==> config.mk <==
export PLATFORM = sky130hd
export DESIGN_NAME = ysyx_24090013_ifu
export DESIGN_NICKNAME = d
export VERILOG_FILES = /design/src/rtl/ysyx_24090013_ifu.sv
export SDC_FILE = /design/constraint.sdc
export NUM_CORES = 1
export LEC_CHECK = 0
export ABC_AREA = 1
export CAP_MARGIN = 20
export CORE_ASPECT_RATIO = 0.9
export CORE_MARGIN = 2
export CORE_UTILIZATION = 27
export CTS_BUF_LIST = sky130_fd_sc_hd__clkbuf_8
export DETAILED_ROUTE_END_ITERATION = 7
export SYNTH_ARGS = -nofsm -noshare
export SYNTH_HDL_FRONTEND = slang
export SYNTH_SLANG_ARGS = --single-unit
==> constraint.sdc <==
create_clock -name clk -period 11.32 [get_ports clk]
set_input_delay 3.396 -clock clk [delete_from_list [all_inputs] [get_ports clk]]
set_output_delay 3.396 -clock clk [all_outputs]
set_load 0.01 [all_outputs]
==> src/rtl/ysyx_24090013_ifu.sv <==
// Fetch unit: owns the PC, reads the ROM, and queues {pc, inst} for decode. An entry is valid one cycle after its fetch.
// Fetch stalls only while the queue is full (a same-cycle pop does not free a slot); a redirect flushes the queue and reloads the PC.
module ysyx_24090013_ifu #(
    parameter logic [31:0] RESET_PC = 32'h8000_0000,
    parameter int          DEPTH    = 2
) (
    input  logic        clk,
    input  logic        rst,
    output logic [31:0] ifu_instrom_addr,
    output logic        ifu_instrom_ren,
    input  logic [31:0] instrom_ifu_data,
    output logic        ifu_id_valid,
    output logic [31:0] ifu_id_inst,
    output logic [31:0] ifu_id_pc,
    input  logic        id_ifu_ready,
    input  logic        ex_ifu_redirect,
    input  logic [31:0] ex_ifu_target
);
    localparam int            AW      = $clog2(DEPTH);
    localparam logic [AW:0]   DEPTH_C = (AW+1)'(DEPTH);
    localparam logic [AW-1:0] PTR_ONE = AW'(1);
    localparam logic [AW:0]   CNT_ONE = (AW+1)'(1);

    logic [31:0]   pc_q, pc_d;
    logic [AW-1:0] wr_ptr_q, wr_ptr_d;
    logic [AW-1:0] rd_ptr_q, rd_ptr_d;
    logic [AW:0]   count_q, count_d;
    logic [31:0]   mem_pc_q   [DEPTH];
    logic [31:0]   mem_pc_d   [DEPTH];
    logic [31:0]   mem_inst_q [DEPTH];
    logic [31:0]   mem_inst_d [DEPTH];
    logic [31:0]   hold_pc_q, hold_pc_d;
    logic [31:0]   hold_inst_q, hold_inst_d;
    logic          push;
    logic          pop;

    assign ifu_instrom_addr = pc_q;
    assign ifu_instrom_ren  = !rst && !ex_ifu_redirect && (count_q < DEPTH_C);
    assign ifu_id_valid     = (count_q != '0);
    // When empty, the outputs replay the last head shown so decode never sees stale slots.
    assign ifu_id_pc        = ifu_id_valid ? mem_pc_q[rd_ptr_q]   : hold_pc_q;
    assign ifu_id_inst      = ifu_id_valid ? mem_inst_q[rd_ptr_q] : hold_inst_q;

    assign push = ifu_instrom_ren;
    assign pop  = ifu_id_valid && id_ifu_ready;

    always_comb begin
        pc_d        = pc_q;
        wr_ptr_d    = wr_ptr_q;
        rd_ptr_d    = rd_ptr_q;
        count_d     = count_q;
        mem_pc_d    = mem_pc_q;
        mem_inst_d  = mem_inst_q;
        hold_pc_d   = hold_pc_q;
        hold_inst_d = hold_inst_q;

        if (ifu_id_valid) begin
            hold_pc_d   = mem_pc_q[rd_ptr_q];
            hold_inst_d = mem_inst_q[rd_ptr_q];
        end

        if (ex_ifu_redirect) begin
            pc_d     = {ex_ifu_target[31:2], 2'b00};
            wr_ptr_d = '0;
            rd_ptr_d = '0;
            count_d  = '0;
        end else begin
            if (push) begin
                mem_pc_d[wr_ptr_q]   = pc_q;
                mem_inst_d[wr_ptr_q] = instrom_ifu_data;
                wr_ptr_d             = wr_ptr_q + PTR_ONE;
                pc_d                 = pc_q + 32'd4;
            end
            if (pop) begin
                rd_ptr_d = rd_ptr_q + PTR_ONE;
            end
            if (push && !pop) begin
                count_d = count_q + CNT_ONE;
            end else if (pop && !push) begin
                count_d = count_q - CNT_ONE;
            end
        end
    end

    always_ff @(posedge clk or posedge rst) begin
        if (rst) begin
            pc_q        <= RESET_PC;
            wr_ptr_q    <= '0;
            rd_ptr_q    <= '0;
            count_q     <= '0;
            hold_pc_q   <= '0;
            hold_inst_q <= '0;
            for (int i = 0; i < DEPTH; i++) begin
                mem_pc_q[i]   <= '0;
                mem_inst_q[i] <= '0;
            end
        end else begin
            pc_q        <= pc_d;
            wr_ptr_q    <= wr_ptr_d;
            rd_ptr_q    <= rd_ptr_d;
            count_q     <= count_d;
            hold_pc_q   <= hold_pc_d;
            hold_inst_q <= hold_inst_d;
            mem_pc_q    <= mem_pc_d;
            mem_inst_q  <= mem_inst_d;
        end
    end
endmodule

==> impl_metrics.env <==
export IMPL_grt_max_degree=144
export IMPL_post_route_cell_area_mm2=0.0124
export IMPL_yosysSeqAreaShare_pct=57.7
export IMPL_antenna_left=0
export IMPL_gp_congestion=0.896
export IMPL_comb_power_share_pct=39.6
export IMPL_cts_setup_buffers=0
export IMPL_switching_share_pct=36.8
export IMPL_coreArea_mm2=0.0351
export IMPL_cpMaxStageDelayCell="clkdlybuf4s50_1"
export IMPL_cts_tree="yes"
export IMPL_overflow=0
export IMPL_p_per_area_mw_per_mm2=278
export IMPL_crit_chain="clkdlybuf4s50_1, buf_4, nor2_1, nand2_2, inv_4, clkdlybuf4s50_1"
export IMPL_worst_pin_slew_ns=0.962
export IMPL_synth_largest_area_cell="dfrtp_1"
export IMPL_fin_skew_ns=0.0359
export IMPL_netlist_area_leader_share_pct=57.4
export IMPL_num_io_pins=166
export IMPL_grt_first_pass_wirelength_mm=43.7
export IMPL_grt_pass1_vias=8000
export IMPL_placed_cell_area_mm2=0.0116
export IMPL_status="finished clean"
export IMPL_cpPeakStageDelay_ns=0.62
export IMPL_place_hpwl_mm=17.0
export IMPL_min_period_ns=8.81
export IMPL_intPower_mw=2.19
export IMPL_synthTopCellsByArea="dfrtp_1 57%, nand2_1 12%, a21oi_1 6.6%, o21ai_0 5.4%, nor2_1 3.9%"
export IMPL_syn_avg_cell_area_um2=8.56
export IMPL_critPathKind="in -> out"
export IMPL_cts_max_level=2
export IMPL_cts_root_buffer="clkbuf_8"
export IMPL_final_nets=1349
export IMPL_start_kind="primary input"
export IMPL_period_share_pct=77.9
export IMPL_drt_wl_total_mm=27.3
export IMPL_p_seq_share_pct=38.3
export IMPL_viasPerCell=4.54
export IMPL_die_h_um=183
export IMPL_path_max_fanout=32
export IMPL_finalSetupViolCount=0
export IMPL_first_pass_iters=5
export IMPL_synth_yosys_warnings=0
export IMPL_antenna_found_initial=0
export IMPL_vias=8082
export IMPL_die_w_um=203
export IMPL_p_clk_share_pct=22.0
export IMPL_slew_viol_final=0
export IMPL_setup_tns_final_ns=0
export IMPL_io_buffers=161
export IMPL_start_util_pct=27.4
export IMPL_synth_cells=1126
export IMPL_drive_gt1_share_pct=7.02
export IMPL_post_cts_resized=0
export IMPL_dr_first_iter_drc_count=498
export IMPL_synth_cell_type_count=31
export IMPL_hold_buffers=0
export IMPL_wl_per_cell_um=15.4
export IMPL_hold_viol_final=0
export IMPL_grt_usage_pct=14.7
export IMPL_clock_sinks=222
export IMPL_max_slew_margin_pct=35.8
export IMPL_max_clock_path_buffers=3
export IMPL_cts_made_buffers=41
export IMPL_crit_top_cell="clkdlybuf4s50_1"
export IMPL_crit_required_ns=7.92
export IMPL_irDropWorstVdd_uv=91.9
export IMPL_syn_to_final_growth_pct=29.0
export IMPL_path_clk_slew_ns=0.05
export IMPL_syn_cell_area_mm2=0.00964
export IMPL_endpoint_kind="output pin"
export IMPL_worst_hold_slack_ns=0.482
export IMPL_rows=65
export IMPL_clk_latency_ns=0.55
export IMPL_fmax_mhz=113
export IMPL_drv_cap=0
export IMPL_total_power_mw=3.46
export IMPL_ys_ff_latch=222
export IMPL_dieArea_mm2=0.0372
export IMPL_worstPathArrival_ns=5.42
export IMPL_switching_power_mw=1.27
export IMPL_leakage_nw=5.71
export IMPL_rsz0062_at_grt="false"
export IMPL_drcViolationCount=0
export IMPL_hp_class="reg -> reg"
==> layer usage <==
metal  global-route usage [%]  wire [um]
met1                     20.9      13100
met5                        0          0
met2                     22.5      12000
met4                     5.11        687
met3                     2.68       1570
==> cells in the mapped netlist <==
| master | n |
|---|---|
| nand2_1 | 301 |
| dfrtp_1 | 221 |
| a21oi_1 | 127 |
| o21ai_0 | 104 |
| nor2_1 | 101 |
| inv_1 | 80 |
| o21ai_1 | 40 |
| nand3_1 | 38 |
| clkbuf_1 | 32 |
| a22oi_1 | 21 |
| buf_6 | 13 |
| buf_2 | 11 |
| nor2_2 | 6 |
| buf_1 | 4 |
| nand2_2 | 4 |
| xor2_1 | 4 |
| inv_2 | 3 |
| buf_4 | 2 |
| nand2_4 | 2 |
| conb_1 | 1 |
| dfstp_2 | 1 |
| ha_1 | 1 |
| inv_4 | 1 |
| nand3b_1 | 1 |
| nand4_1 | 1 |
| nor2_4 | 1 |
| nor3_1 | 1 |
| o211ai_1 | 1 |
| o221ai_1 | 1 |
| o22ai_1 | 1 |
| xnor2_1 | 1 |
==> final timing paths <==
| check | start | end | slack (ns) | cells after the start |
|---|---|---|---|---|
| max in group asynchronous | rst | mem_inst_q[1] | 6.60 | 5 |
| min reg2reg | mem_pc_q[42] | mem_pc_q[42] | 0.48 | 2 |
| min | mem_pc_q[42] | mem_pc_q[42] | 0.48 | 2 |
| max | ex_ifu_redirect | ifu_instrom_ren | 2.51 | 6 |
| max reg2reg | count_q[1] | mem_inst_q[0] | 8.81 | 6 |
| min in group asynchronous | rst | ifu_instrom_addr[18] | 3.24 | 2 |
==> layout make-up <==
| class | instances | area (um2) |
|---|---|---|
| fillers | 3686 | 22700 |
| flip-flops and latches | 222 | 5560 |
| multi-input cells | 759 | 3410 |
| repair buffers | 172 | 1730 |
| clock buffers | 49 | 674 |
| well taps | 469 | 587 |
| inverters | 84 | 325 |
| clock inverters | 24 | 139 |
| diodes | 1 | 2.50 |
==> flip-flops by register name (all words and copies together), names as in the netlist <==
name              count
ifu_instrom_addr     30
mem_inst_q           64
wr_ptr_q              1
rd_ptr_q              1
count_q               2
hold_pc_q            32
hold_inst_q          32
mem_pc_q             60
==> placed cells by master, fill, tap and decap left out, drive strengths merged, types with 2 or more instances in the layout <==
cell           instances
nand2                307
dfrtp                221
clkdlybuf4s50        161
o21ai                144
a21oi                127
nor2                 108
inv                   99
clkbuf                49
nand3                 38
a22oi                 21
buf                   11
clkinv                 8
xor2                   4
conb                   2
==> worst max-delay path, delay by kind of cell <==
kind          cells  cell delay (ns)
simple gates      2             0.41
buf+inv           4             1.58
==> kinds of logic (layout without fill, tap and decap cells) <==
logic type	Yosys count	after routing	synth area share [%]
DFF	222	222	57.7
xor gates and xnor gates	5	5	0.454
buffers and inverters	146	329	6.95
other	1	3	0.0389
adders and majority gates	1	1	0.130
and+or+nand+nor	456	456	18.8
AOI/OAI and AO/OA	295	295	15.9
==> metrics by stage <==
stage               utilization, %  cells  worst slack (ns)
floorplan                        -   1127              1.85
CTS                           35.2   1777              2.52
global route                  35.4   1779              2.40
global placement              32.9   1704              2.54
finish                        35.4   1780              2.51
detailed placement            32.9   1704              2.52
==> power groups by stage <==
stage | clock network, mW | registers [mW] | logic (mW)
finish | 0.762 | 1.33 | 1.37
global route | 0.832 | 1.37 | 1.53
CTS | 0.792 | 1.33 | 1.40
detailed placement | 0 | 1.34 | 1.39
global placement | 0 | 1.33 | 1.38
floorplan | 0 | 1.30 | 0.751
Power figures use the tool's default switching activity.
